### src/rtl/telem_ft_framer_if.sv
// FT600 bridge user-side write port: one 16-bit word per transfer,
// a transfer happens when ui_din_valid=1 and ui_din_full=0.
interface telem_ft_framer_if;
  logic [15:0] ui_din;
  logic [1:0]  ui_din_be;
  logic        ui_din_valid;
  logic        ui_din_full;

  modport master (
    output ui_din,
    output ui_din_be,
    output ui_din_valid,
    input  ui_din_full
  );

  modport slave (
    input  ui_din,
    input  ui_din_be,
    input  ui_din_valid,
    output ui_din_full
  );
endinterface

### src/rtl/telem_ft_framer.sv
// Buffers 88-bit telemetry packets in a small FIFO and frames each one into
// eight 16-bit words for the FT600 write port, honouring ui_din_full backpressure.
module telem_ft_framer #(
  parameter int          FIFO_DEPTH = 4,
  parameter logic [15:0] MAGIC      = 16'hDEC0,
  parameter logic [7:0]  MARKER     = 8'h7C
) (
  input  logic        clk,
  input  logic        rst_n,
  input  logic [87:0] pkt_data,
  input  logic        pkt_valid,
  input  logic        enable,
  telem_ft_framer_if.master ft,
  output logic [15:0] pkt_seq,
  output logic [15:0] drop_cnt,
  output logic        overflow,
  output logic        busy
);

  localparam int             AW      = (FIFO_DEPTH > 1) ? $clog2(FIFO_DEPTH) : 1;
  localparam logic [AW:0]    DEPTH   = (AW+1)'(FIFO_DEPTH);
  localparam logic [AW:0]    CNT_ONE = (AW+1)'(1);
  localparam logic [AW-1:0]  PTR_ONE = AW'(1);

  typedef enum logic {IDLE, SEND} state_t;

  state_t        state, next_state;
  logic [103:0]  mem [FIFO_DEPTH];
  logic [AW-1:0] wr_ptr, rd_ptr;
  logic [AW:0]   count;
  logic [103:0]  frame_q;
  logic [103:0]  head;
  logic [15:0]   din_q;
  logic          valid_q;
  logic [2:0]    idx;
  logic          full, empty, push, drop, xfer, last;
  logic          pop, advance, finish;

  assign full  = (count == DEPTH);
  assign empty = (count == '0);
  assign push  = pkt_valid & enable & ~full;
  assign drop  = pkt_valid & enable & full;
  assign xfer  = valid_q & ~ft.ui_din_full;
  assign last  = (idx == 3'd7);
  assign head  = mem[rd_ptr];

  assign ft.ui_din       = din_q;
  assign ft.ui_din_valid = valid_q;
  assign ft.ui_din_be    = valid_q ? 2'b11 : 2'b00;
  assign busy            = (state != IDLE) || !empty;

  // Entry layout is {seq, data}; seq sits in the top 16 bits so word 7 is f[103:88].
  function automatic logic [15:0] word_sel(input logic [103:0] f, input logic [2:0] i);
    word_sel = 16'h0000;
    case (i)
      3'd0: word_sel = f[15:0];
      3'd1: word_sel = f[31:16];
      3'd2: word_sel = f[47:32];
      3'd3: word_sel = f[63:48];
      3'd4: word_sel = f[79:64];
      3'd5: word_sel = {MARKER, f[87:80]};
      3'd6: word_sel = MAGIC;
      3'd7: word_sel = f[103:88];
      default: word_sel = 16'h0000;
    endcase
  endfunction

  always_ff @(posedge clk) begin
    if (rst_n && push) mem[wr_ptr] <= {pkt_seq, pkt_data};
  end

  always_ff @(posedge clk) begin
    if (!rst_n) begin
      wr_ptr   <= '0;
      rd_ptr   <= '0;
      count    <= '0;
      pkt_seq  <= 16'h0000;
      drop_cnt <= 16'h0000;
      overflow <= 1'b0;
    end else begin
      if (push) begin
        wr_ptr  <= wr_ptr + PTR_ONE;
        pkt_seq <= pkt_seq + 16'd1;
      end
      if (pop) rd_ptr <= rd_ptr + PTR_ONE;
      case ({push, pop})
        2'b10:   count <= count + CNT_ONE;
        2'b01:   count <= count - CNT_ONE;
        default: count <= count;
      endcase
      if (drop) begin
        overflow <= 1'b1;
        if (drop_cnt != 16'hFFFF) drop_cnt <= drop_cnt + 16'd1;
      end
    end
  end

  always_ff @(posedge clk) begin
    if (!rst_n) state <= IDLE;
    else        state <= next_state;
  end

  always_comb begin
    next_state = state;
    case (state)
      IDLE:    if (!empty) next_state = SEND;
      SEND:    if (xfer && last && empty) next_state = IDLE;
      default: next_state = IDLE;
    endcase
  end

  // Popping on the last transfer of a frame chains the next frame without a bubble.
  always_comb begin
    pop     = 1'b0;
    advance = 1'b0;
    finish  = 1'b0;
    case (state)
      IDLE: pop = !empty;
      SEND: begin
        if (xfer) begin
          if (!last)      advance = 1'b1;
          else if (!empty) pop    = 1'b1;
          else            finish  = 1'b1;
        end
      end
      default: ;
    endcase
  end

  always_ff @(posedge clk) begin
    if (!rst_n) begin
      frame_q <= '0;
      din_q   <= 16'h0000;
      valid_q <= 1'b0;
      idx     <= 3'd0;
    end else if (pop) begin
      frame_q <= head;
      din_q   <= head[15:0];
      valid_q <= 1'b1;
      idx     <= 3'd0;
    end else if (advance) begin
      idx   <= idx + 3'd1;
      din_q <= word_sel(frame_q, idx + 3'd1);
    end else if (finish) begin
      valid_q <= 1'b0;
    end
  end

endmodule

### src/flat_wrapper.sv
// flat-port wrapper written by rule: the top's interface ports become plain ports
module telem_ft_framer_flat 
#(
  parameter int          FIFO_DEPTH = 4,
  parameter logic [15:0] MAGIC      = 16'hDEC0,
  parameter logic [7:0]  MARKER     = 8'h7C
)
  (clk, rst_n, pkt_data, pkt_valid, enable, pkt_seq, drop_cnt, overflow, busy, ft_ui_din, ft_ui_din_be, ft_ui_din_valid, ft_ui_din_full);
  telem_ft_framer_if ft_i ();
  input  logic clk;
  input  logic rst_n;
  input  logic [87:0] pkt_data;
  input  logic pkt_valid;
  input  logic enable;
  output logic [15:0] pkt_seq;
  output logic [15:0] drop_cnt;
  output logic overflow;
  output logic busy;
  output wire logic [$bits(ft_i.ui_din)-1:0] ft_ui_din;
  output wire logic [$bits(ft_i.ui_din_be)-1:0] ft_ui_din_be;
  output wire logic [$bits(ft_i.ui_din_valid)-1:0] ft_ui_din_valid;
  input wire logic [$bits(ft_i.ui_din_full)-1:0] ft_ui_din_full;
  assign ft_ui_din = ft_i.ui_din;
  assign ft_ui_din_be = ft_i.ui_din_be;
  assign ft_ui_din_valid = ft_i.ui_din_valid;
  assign ft_i.ui_din_full = ft_ui_din_full;
  telem_ft_framer #(.FIFO_DEPTH(FIFO_DEPTH), .MAGIC(MAGIC), .MARKER(MARKER)) u_core (.clk(clk), .rst_n(rst_n), .pkt_data(pkt_data), .pkt_valid(pkt_valid), .enable(enable), .ft(ft_i), .pkt_seq(pkt_seq), .drop_cnt(drop_cnt), .overflow(overflow), .busy(busy));
endmodule
### config.mk
export PLATFORM = sky130hd
export DESIGN_NAME = telem_ft_framer_flat
export DESIGN_NICKNAME = d
export VERILOG_FILES = /design/src/rtl/telem_ft_framer_if.sv /design/src/rtl/telem_ft_framer.sv /design/src/flat_wrapper.sv
export SDC_FILE = /design/constraint.sdc
export NUM_CORES = 1
export LEC_CHECK = 0
export ABC_AREA = 0
export BUFFER_PORTS_ARGS = -buffer_cell sky130_fd_sc_hd__clkbuf_2
export CORE_UTILIZATION = 46
export CTS_BUF_LIST = sky130_fd_sc_hd__clkbuf_8
export CTS_CLUSTER_SIZE = 16
export DETAILED_ROUTE_END_ITERATION = 8
export GPL_ROUTABILITY_DRIVEN = 0
export PLACE_DENSITY = 0.76
export SLEW_MARGIN = 10
export SYNTH_ARGS = -nofsm -noshare
export SYNTH_HDL_FRONTEND = slang
export SYNTH_SLANG_ARGS = --single-unit
### constraint.sdc
create_clock -name clk -period 4.15 [get_ports clk]
set_clock_uncertainty 0.05 [all_clocks]
set_input_delay 0.83 -clock clk [delete_from_list [all_inputs] [get_ports clk]]
set_output_delay 0.83 -clock clk [all_outputs]
set_load 0.05 [all_outputs]
======== Word-level counts from Yosys, hierarchy flattened ========
Memories as Yosys holds them, arrays and structs flattened. A register that Yosys moved wholly into a read port is not among the register bits.
Index checks and enable logic that the tools add are counted.
operators by class
  add/sub/neg operators ................... 7
  equal/unequal tests ..................... 13
  multiplexer cells ....................... 25
  bitwise operators ....................... 8
  reduce and logical (&&, ||, !) cells .... 13
operator list
  kind                                                   count
  case mux 16 bit (8 select lines)                       1
  adder 16 x 1 -> 16 bit, second input constant          2
  two-way mux 16 bit                                     2
  equality test 3 bit, second input constant             6
  two-way mux 1 bit                                      16
  inequality test 16 bit, second input constant          1
  adder 3 x 1 -> 3 bit, second input constant            2
  equality test 3 x 2 -> 1 bit, second input constant    2
  zero test 3 bit                                        2
  two-way mux 2 bit                                      3
  case mux 3 bit (2 select lines)                        1
  nonzero test 2 bit                                     3
  adder 2 x 1 -> 2 bit, second input constant            2
  bitwise AND 1 bit                                      4
  inverter 1 bit                                         4
  case mux 1 bit (2 select lines)                        2
  AND reduction 2 bit                                    2
  equality test 3 x 1 -> 1 bit, second input constant    1
  logical AND 1 bit                                      3
  subtractor 3 x 1 -> 3 bit, second input constant       1
  equality test 2 x 1 -> 1 bit, second input constant    1
  equality test 2 bit, second input constant             1
  inequality test 2 x 1 -> 1 bit, second input constant  1
  OR reduction 2 bit                                     1
  2 further kinds                                        2
word-level totals
  bits in registers ....................... 165
  memory bits (writable) .................. 416
  input port bits ......................... 93
  output and inout port bits .............. 53
  logic and storage cells ................. 78
  memories ................................ 1
memory list
  memory      depth  width  rd ports  clocked after memory_dff  write ports  RTL line               text
  u_core.mem  4      104    1         1                         1            telem_ft_framer.sv:28  logic [103:0] mem [FIFO_DEPTH];

======== Logic depth before layout (Yosys ltp) ========
Gate-level depths: netlist of the first run.
  depth in word-level cells ............... 8
  depth in mapped cells ................... 13
  gate-level depth less buffers ........... 11

======== Worst setup path after synthesis of the first run ========
No wires, ideal clock.
  kind .................................... input to register
  start ................................... input rst_n
  end ..................................... memory u_core.mem[1][0], enable pin
  setup time .............................. 0.475 ns
  data arrival time ....................... 3.852 ns
  data required time ...................... 3.625 ns
  setup slack ............................. -0.228 ns
  stages on the path ...................... 3
  buffers on the path ..................... 2
  cell sequence ........................... clkbuf_1 > clkbuf_1 > and3_1
between the ends
  cells in the longest elaborated chain, start to end .. 3
ends and longest elaborated chain
  item                                     RTL line               text
  start: declaration                       flat_wrapper.sv:11     input logic rst_n;
  logical AND 1 bit                        telem_ft_framer.sv:69  if (rst_n && push) mem[wr_ptr] <= {pkt_seq, pkt_data};
  two-way mux 1 bit                        telem_ft_framer.sv:69
  two-way mux 1 bit (implied by the code)  telem_ft_framer.sv:69
  end: declaration                         telem_ft_framer.sv:28
No other way between the ends.

======== Worst setup path in the final report of the first run ========
  start ................................... register u_core.idx[0]
  end ..................................... register u_core.din_q[3], in the netlist u_core.ft.ui_din[3]
between the ends
  cells in the longest elaborated chain, start to end .. 5
ends and longest elaborated chain
  item                                                                   RTL line                                       text
  start: declaration                                                     telem_ft_framer.sv:35                          logic [2:0] idx;
  start signal: assignment                                               telem_ft_framer.sv:142                         idx <= idx + 3'd1;
  adder 3 x 1 -> 3 bit or equality test 3 bit (tied branches)            telem_ft_framer.sv:143, telem_ft_framer.sv:44
  equality test 3 bit (tied with other cells)                            telem_ft_framer.sv:55                          case (i)
  case mux 16 bit (8 select lines) or two-way mux 1 bit (tied branches)  telem_ft_framer.sv:55, telem_ft_framer.sv:120
  two-way mux 16 bit (tied with other cells)                             telem_ft_framer.sv:141                         end else if (advance) begin
  two-way mux 16 bit or nonzero test 2 bit (tied branches)               --
  end signal: assignment                                                 telem_ft_framer.sv:138                         din_q <= head[15:0];
  end signal: assignment                                                 telem_ft_framer.sv:143                         din_q <= word_sel(frame_q, idx + 3'd1);
  end: declaration                                                       telem_ft_framer.sv:33                          logic [15:0] din_q;
Parallel ways exist; a longest one is shown, timed or not. The select of a mux whose other input is x is not followed.
A chain may end at the register's enable or synchronous reset.

==> results of run 1 <==
kinds of logic (layout without fill, tap and decap cells):
logic type,count (synthesis),in the layout,synth area share [%]
muxes,119,119,11.24
buffers and inverters,111,361,2.203
and+or+nand+nor,358,358,7.342
xor gates and xnor gates,8,8,0.3155
adders and majority gates,14,14,0.8226
DFF,583,583,71.31
other,0,1,0
AOI/OAI and AO/OA,243,243,6.767
metal layers:
layer / GRT usage, % / part of all wire [%]
met2: 31.59 / 48
met3: 5.327 / 7.4
met4: 7.348 / 2.4
met1: 27.61 / 43
met5: 0 / 0.18
cell usage in the layout, fill, tap and decap left out, drive strengths merged, types with 12 or more instances in the layout:
cell,instances
nor2,19
ha,13
mux4,104
a21oi,141
nand3,27
dfxtp,167
edfxtp,416
clkinv,27
inv,58
a222oi,16
clkbuf,247
or3,14
o21ai,19
mux2i,12
nand2,237
buf,24
per-stage QoR:
stage | hold WS, ns | power (mW) | utilization, %
after CTS | 0.2749 | 15.75 | 53.24
after floorplan | 0.3815 | 10.09 | -
after global placement | 0.3890 | 10.99 | 49.49
after detailed placement | 0.3971 | 11.11 | 49.49
after global routing | 0.2743 | 16.37 | 53.24
final | 0.3277 | 15.62 | 53.25
area by class of cell:
| cell class | instances | area share, % |
|---|---|---|
| flip-flops and latches | 583 | 62.45 |
| multi-input cells | 742 | 23.29 |
| clock buffers | 102 | 5.533 |
| repair buffers | 169 | 3.866 |
| well taps | 615 | 3.033 |
| clock inverters | 70 | 1.509 |
| inverters | 20 | 0.3107 |
| diodes | 1 | 0.009863 |
report_power, final:
group          switching, mW  internal (mW)
Combinational           2.34           1.35
Sequential             0.448           6.85
Clock                   2.18           2.45
Total                   4.97           10.7
sequential cells by signal, summed over array words and instances (netlist names), 2 cells and up, named ones only:
register	cells
u_core.mem	416
u_core.ft.ui_din	16
u_core.pkt_seq	16
u_core.rd_ptr	2
u_core.wr_ptr	2
u_core.frame_q	104
u_core.drop_cnt	16
u_core.idx	3
u_core.count	3
final timing paths:
check                           cells past startpoint                from  slack, ns                   to
worst min register to register                      2  u_core.frame_q[53]       0.41   u_core.frame_q[53]
worst min-delay path                                1        pkt_data[83]       0.33    u_core.mem[2][83]
worst max register to register                      8       u_core.idx[0]       1.14  u_core.ft.ui_din[3]
worst max-delay path                                8       u_core.idx[0]       1.14  u_core.ft.ui_din[3]
worst max-delay path, delay by kind of cell (launching register included):
family	cells	cell delay [ns]
buf+inv	2	0.88
fa+ha+maj	2	0.43
flops	1	0.43
simple gates	2	0.38
compound gates	2	0.60
==> metrics, run 1 <==
number of clock sinks ~580; fin area 25370 sq um; cell with the largest stage delay on the worst path sky130_fd_sc_hd__buf_4; CP cell instances ha_1 > ha_1 > nand3b_1 > a21o_4 > clkinv_2 > buf_4 > nand2_1 > a31oi_1; TritonCTS buffer count slightly above 90; wire length of the first global-routing pass ~76000 um; pre-CTS WS a little over 1 ns; area share of the largest cell type after synthesis 56.25%; Area growth, synth to finish 14.25%; register area share after synthesis a little under three quarters; combined area of the multi-input logic cells 5909 sq um; Clock Latency Late Sink 0.68 ns; core region area 47650 sq um; top_reg_cell synth sky130_fd_sc_hd__edfxtp_1; leading cell type by number of instances after synthesis sky130_fd_sc_hd__edfxtp_1; startpoint kind of the worst setup timing path flop; Tot GR Track Use 20.29%; Port Buf Inserts 145; number of cells after detailed placement 2129; number of global-route vias before repair 12860; required time of the critical path 4.67 ns; number of enable flip-flop cells after synthesis approximately 420; Post-CTS Repair Setup Buffers 0; final worst-path setup slack between 1 and 1.5 ns; level count of the clock H-tree 3; netlist area before placement ~22000 sq um; clock slew at the register clock pins of the worst setup and hold paths 0.07 ns; maximum ir drop on the vdd rail 386.1 uV; clock period minus worst slack 3.008 ns; leakage component of the power 8.414 nW; hold violation count in the final report 0; Syn Area/Cell 15.46 sq um; cell accounting for the most synthesized area sky130_fd_sc_hd__edfxtp_1; DR WL/cell about 22 um; crit path max fanout roughly 110; site row count 80; number of standard cells in the final layout excluding fillers 2302; slowest cell delay on critical path 0.78 ns; worst relative slew slack 22.92%; remaining antenna violation count after routing 0; max-slew violation count 0; unrepaired setup endpoints after global routing false; critical path start-end classification reg2reg; HPWL after DPL about 32000 um; count of vias placed by the detailed router 13110; Via-to-Cell Ratio 5.695; yosys warns 0; Critical Path Most Common Cell sky130_fd_sc_hd__ha_1; post-synth cell types 59; Placement Cell Area about 24000 sq um; Final period util 72.48%; full die area 49160 sq um; number of standard cells after synthesis 1436; total I/O pin count 146; DRC violations left 0; iteration count of the initial detailed-routing pass 8; ys async rst share 0%; critical path arrival 3.53 ns; count of routing violations after the opening detailed-route iteration 1275; CTS tree yes; Die X 221.7 um; leading post-synthesis cells by instance count sky130_fd_sc_hd__edfxtp_1 (416), sky130_fd_sc_hd__nand2_1 (236), sky130_fd_sc_hd__dfxtp_1 (167); f_max 332.5 MHz; maximum number of pins on one net before global-route repair 106; Setup TNS Final 0 ns; nature of the critical path endpoint flop; number of inserted filler cells in the final layout 3731; grt ovf 0; clock root buffer sky130_fd_sc_hd__clkbuf_8; status finished clean; Initial Util 46.61%; CTS Hold Buffers Added 0; leading post-synthesis cells by cell area sky130_fd_sc_hd__edfxtp_1 (56%), sky130_fd_sc_hd__dfxtp_1 (15%), sky130_fd_sc_hd__mux4_2 (11%); areal power density over the cells 615.9 nW/um^2; register area 15840 sq um; post-synth net total 1543; number of flip-flops and latches in the synthesized netlist 583; number of maximum-capacitance constraint violations 0; Resized Gates After CTS 0; count of final setup violators 0; antenna violations before repair 8; worst-case clock buffer depth 3; Tightest Hold Check Type in2reg; fraction of final layout cells with drive strength greater than 1 24.38%; die height between 200 and 250 um; # nets final 1715; Final Routed Wirelength roughly 50000 um; Least-Margin Pin Slew 1.147 ns
No activity file was read; power rests on OpenSTA's default activity.
==> run 2: changes to the inputs <==
- clock period: 4.15 -> 2.6 ns (I/O delays scaled with it)
==> run 2 against run 1 <==
  * Via count increased by 0.48%
  * Combinational power increased by 64%
  * Register-to-register slack got worse by 1.0 ns
  * Total power up 60%
  * Utilization grew 1.1 points
  * First-iteration DRC count is 2.7% lower
  * Critical path depth increased by 3
==> metrics, run 2 (same netlist as run 1, synthesis figures left out) <==
fin area 25910 sq um; count of vias placed by the detailed router 13170; Post-CTS Repair Setup Buffers 0; CTS tree yes; required time of the critical path 3.13 ns; TritonCTS buffer count between 80 and 90; clock root buffer sky130_fd_sc_hd__clkbuf_8; highest metal layer with signal wires met4; Placement Cell Area 23890 sq um; Initial Util between 40% and 50%; Setup TNS Final 0 ns; Die X 221.7 um; level count of the clock H-tree 3; fraction of final layout cells with drive strength greater than 1 25.22%; R2R setup slack 0.1 ns; antenna violations before repair 3; number of maximum-capacitance constraint violations 0; Final Routed Wirelength 49350 um; Port Buf Inserts roughly 150; Critical R2R Capture u_core.count[2]; wire length of the first global-routing pass 76310 um; count of final setup violators 0; number of cells traversed by the worst hold path 1; HPWL after DPL 31730 um; nature of the critical path endpoint flop; HP Start pkt_data[4]; DRC violations left 0; maximum ir drop on the vdd rail approximately 860 uV; clock period minus worst slack 2.505 ns; number of standard cells in the final layout excluding fillers between 2000 and 2500; grt ovf 0; maximum number of pins on one net before global-route repair 123; DR WL/cell ~21 um; worst-case clock buffer depth 3; Via-to-Cell Ratio 5.613; max-slew violation count 0; areal power density over the cells a little under 1000 nW/um^2; Final period util 96.34%; number of global-route vias before repair approximately 13000; launch instance of the worst register-to-register path u_core.idx[1]; # nets final 1763; status finished clean; flip-flop count of the largest register, all copies and words added 416; end of the worst hold path u_core.mem[2][4]; site row count 80; biggest regs u_core.mem (416), u_core.frame_q (104); count of routing violations after the opening detailed-route iteration 1240; iteration count of the initial detailed-routing pass 7; number of cell instances on the worst register-to-register path 11; clock slew at the register clock pins of the worst setup and hold paths ~0.07 ns; Tot GR Track Use 20.35%; crit path max fanout 5; critical path start-end classification reg2reg; full die area slightly below 50000 sq um; largest reg by FF count u_core.mem; number of clock sinks 583; Tightest Hold Check Type in2reg; most common cell after layout, fill and taps aside sky130_fd_sc_hd__edfxtp_1; remaining antenna violation count after routing 0; f_max 399.2 MHz; critical path arrival 3.04 ns; commonest cells after routing, fill and taps aside sky130_fd_sc_hd__edfxtp_1 (416), sky130_fd_sc_hd__nand2_1 (236), sky130_fd_sc_hd__dfxtp_1 (162); routed metal-1 wirelength between 20000 and 25000 um; metal2 WL 23740 um; number of cells after detailed placement about 2200; total I/O pin count 146; Clock Latency Late Sink 0.65 ns; Least-Margin Pin Slew 0.8174 ns; startpoint kind of the worst setup timing path flop; core region area around 48000 sq um; die height around 220 um; worst-case hold slack around 0.05 ns; worst relative slew slack 45.50%; met3 WL 3373 um; hold violation count in the final report 0; leakage component of the power 8.621 nW; Area growth, synth to finish 16.66%
run 2: what timing repair did:
item | CTS | global route
setup endpoints to repair | 0 | 121
gates resized for setup | 0 | 7
hold buffers | 27 | 0
hold endpoints to repair | 88 | 0
run 2: worst max path at each step:
| stage | cells after the start | slack [ns] | startpoint | end |
|---|---|---|---|---|
| 6_report | 11 | 0.1 | u_core.idx[1] | u_core.count[2] |
| 5_1_grt | 11 | -0.03 | u_core.idx[0] | u_core.count[2] |
| 4_1_cts | 8 | 0.05 | u_core.idx[0] | u_core.ft.ui_din[3] |
| 3_5_place_dp | 8 | 0.08 | u_core.idx[0] | u_core.frame_q[15] |
| 3_3_place_gp | 8 | 0.16 | u_core.idx[0] | u_core.frame_q[27] |
| 2_1_floorplan | 3 | -0.30 | rst_n | u_core.mem[1][0] |
run 2: cell type report:
cell class / instances / area (sq um)
fill: 3717 / 21740
sequential: 583 / 15850
multi-input combinational: 742 / 5931
timing repair buffer: 220 / 1560
clock buffer: 99 / 1363
tap: 615 / 769.5
clock inverter: 65 / 347.8
inverter: 20 / 78.83
antenna: 3 / 7.507
run 2: layer usage:
layer / track usage (%) / up-vias
met5: 0 / -
met4: 7.975 / 0
met3: 4.572 / 85
met2: 32.03 / 458
met1: 27.63 / 6616
li1: - / 6015
run 2: power breakdown:
part / switching, mW / leakage (nW) / internal [mW]
registers: 0.737 / 5.11 / 10.9
clock network: 3.42 / 0.989 / 3.79
logic: 3.75 / 2.52 / 2.31
total: 7.91 / 8.62 / 17.0
run 2: critical path, stage by stage (launching register included):
cell	delay [ns]
sky130_fd_sc_hd__dfxtp_2	0.37
sky130_fd_sc_hd__ha_2	0.20
sky130_fd_sc_hd__ha_4	0.15
sky130_fd_sc_hd__nand3b_1	0.10
sky130_fd_sc_hd__a21o_4	0.25
sky130_fd_sc_hd__clkinv_2	0.06
sky130_fd_sc_hd__ha_2	0.18
sky130_fd_sc_hd__inv_1	0.05
sky130_fd_sc_hd__fa_1	0.36
sky130_fd_sc_hd__xor2_1	0.16
sky130_fd_sc_hd__or3_1	0.36
sky130_fd_sc_hd__a21oi_2	0.16
run 2: metrics by stage:
stage | power, mW | setup WS, ns | util [%]
2_1_floorplan | 16.11 | -0.3032 | -
3_3_place_gp | 17.73 | 0.1645 | 50.14
3_5_place_dp | 17.89 | 0.07571 | 50.14
4_1_cts | 25.13 | 0.04923 | 54.30
5_1_grt | 26.17 | -0.03404 | 54.37
6_report | 24.96 | 0.09512 | 54.37
==> run 3: changes to the inputs <==
- RECOVER_POWER: not set -> 100
==> run 3 against run 2 <==
  * Via count is 0.17% higher
  * First-iteration DRC count grew 10%
  * Worst hold slack improved by 0.043 ns
  * Register-to-register slack hardly changed
  * Total power down 0.24%
  * Combinational power shrank 1%
  * Global-route usage stayed put
  * Final cell count stayed put
==> metrics, run 3 (same netlist as run 1, synthesis figures left out) <==
status finished clean; max-slew violation count 0; CP cell instances nor3b_4 > nor2_1 > clkbuf_1 > and3_2 > clkbuf_4; most common cell after layout, fill and taps aside sky130_fd_sc_hd__edfxtp_1; f_max 399.4 MHz; fraction of power consumed by the clock network 29.0%; final worst-path setup slack 0.09619 ns; nature of the critical path endpoint flop; clock root buffer sky130_fd_sc_hd__clkbuf_8; fraction of power spent switching nets between 30% and 40%; slowest cell delay on critical path 0.67 ns; # nets final 1763; startpoint kind of the worst setup timing path flop; top cell family by delay on the critical path simple AND/OR/NAND/NOR gates; Die X 221.7 um; buffering stage count on the worst path with inverters included 2; Tightest Hold Check Type in2reg; HPWL after DPL 31730 um; number of global-route vias before repair 13120; Comb pwr share around 24%; combined area of the multi-input logic cells 5916 sq um; net switching power 7.931 mW; largest reg by FF count u_core.mem; count of final setup violators 0; fin area 25600 sq um; register area 15850 sq um; worst-case clock buffer depth 3; Via-to-Cell Ratio 5.622; hold violation count in the final report 0; site row count 80; clock slew at the register clock pins of the worst setup and hold paths roughly 0.06 ns; grt ovf 0; clock period minus worst slack 2.504 ns; critical path arrival 2.79 ns; DRC violations left 0; number of maximum-capacitance constraint violations 0; TritonCTS buffer count 89; full die area 49160 sq um; flip-flop count of the largest register, all copies and words added 416; core region area about 48000 sq um; crit path max fanout 15; die height 221.7 um; count of vias placed by the detailed router 13200; CTS tree yes; commonest cells after routing, fill and taps aside sky130_fd_sc_hd__edfxtp_1 (416), sky130_fd_sc_hd__nand2_1 (236), sky130_fd_sc_hd__dfxtp_1 (162); wire length of the first global-routing pass between 70000 and 80000 um; level count of the clock H-tree 3; Internal Power 16.97 mW; critical path start-end classification reg2reg; Final period util 96.30%; maximum number of pins on one net before global-route repair 123; Placement Cell Area 23890 sq um; total I/O pin count between 100 and 150; maximum ir drop on the vdd rail 861.2 uV; Post-CTS Repair Setup Buffers 0; count of routing violations after the opening detailed-route iteration 1370; number of inserted filler cells in the final layout 3801; number of cells after detailed placement 2153; worst relative slew slack 41.44%; cell with the largest stage delay on the worst path sky130_fd_sc_hd__and3_2; Final Routed Wirelength 49770 um; leakage component of the power between 8 and 9 nW; pre-CTS WS 0.07571 ns; power share of the sequential group 46.9%; Clock Latency Late Sink 0.65 ns; biggest regs u_core.mem (416), u_core.frame_q (104); Port Buf Inserts 145; Initial Util 46.61%; number of standard cells in the final layout excluding fillers 2347; required time of the critical path approximately 2.9 ns; antenna violations before repair 3; Area growth, synth to finish 15.30%; remaining antenna violation count after routing 0; number of clock sinks 583; areal power density over the cells 972.5 nW/um^2; iteration count of the initial detailed-routing pass 9; fraction of final layout cells with drive strength greater than 1 between 10% and 20%; Tot GR Track Use 20.35%; Least-Margin Pin Slew between 0.8 and 0.9 ns; DR WL/cell roughly 21 um
[run 3: changes by cell type in the layout (fill, tap and decap cells not counted), sizes merged]
cell,previous run,this run
clkbuf,244,258
buf,48,34
[run 3: power by group through the flow]
stage,combinational (mW),clock (mW),sequential (mW)
2_1_floorplan,4.19,0,11.9
3_3_place_gp,5.93,0,11.8
3_5_place_dp,6.05,0,11.8
4_1_cts,6.11,7.36,11.7
5_1_grt,6.53,7.80,11.8
6_report,5.99,7.23,11.7
[run 3: layout make-up]
type	instances	share of cell area [%]
Clock buffer	99	5.322
Timing Repair Buffer	220	4.970
Antenna cell	3	0.02932
Inverter	20	0.3079
Sequential cell	583	61.90
Tap cell	615	3.005
Multi-Input combinational cell	742	23.11
Clock inverter	65	1.359
[run 3: worst register-to-register path: stages, from the launching register on]
cell	delay, ns
sky130_fd_sc_hd__dfxtp_1	0.45
sky130_fd_sc_hd__nor3b_4	0.10
sky130_fd_sc_hd__nor2_1	0.15
sky130_fd_sc_hd__clkbuf_1	0.35
sky130_fd_sc_hd__and3_2	0.67
sky130_fd_sc_hd__clkbuf_4	0.41
[run 3: routing by layer]
| layer | share of wire (%) | GRT usage, % | vias up |
|---|---|---|---|
| met2 | 48 | 32.03 | 482 |
| li1 | - | - | 6008 |
| met4 | 2.3 | 7.975 | 0 |
| met5 | 0 | 0 | - |
| met3 | 6.6 | 4.572 | 81 |
| met1 | 43 | 27.63 | 6625 |
[run 3: metrics by stage]
step,hold WS [ns],util [%],total power [mW],TNS (ns)
4_1_cts,0.0001790,54.30,25.13,0
2_1_floorplan,0.3815,-,16.11,-113.19
3_3_place_gp,0.3901,50.14,17.73,0
6_report,0.09193,53.74,24.90,0
3_5_place_dp,0.3944,50.14,17.89,0
5_1_grt,0.06894,53.73,26.08,-0.03400
[run 3: timing repair]
action / in CTS / in global routing
setup endpoints to repair: 0 / 121
resized for setup: 0 / 7
endpoints found under the hold margin: 88 / 0
hold buffers: 27 / 0
[run 3: final timing paths]
check	start	cells past startpoint	slack, ns	endpoint
setup / recovery	u_core.count[1]	5	0.1	u_core.mem[1][74]
hold / removal	pkt_data[10]	1	0.09	u_core.mem[0][10]
setup reg to reg	u_core.count[1]	5	0.1	u_core.mem[1][74]
hold reg to reg	u_core.frame_q[5]	2	0.40	u_core.frame_q[5]
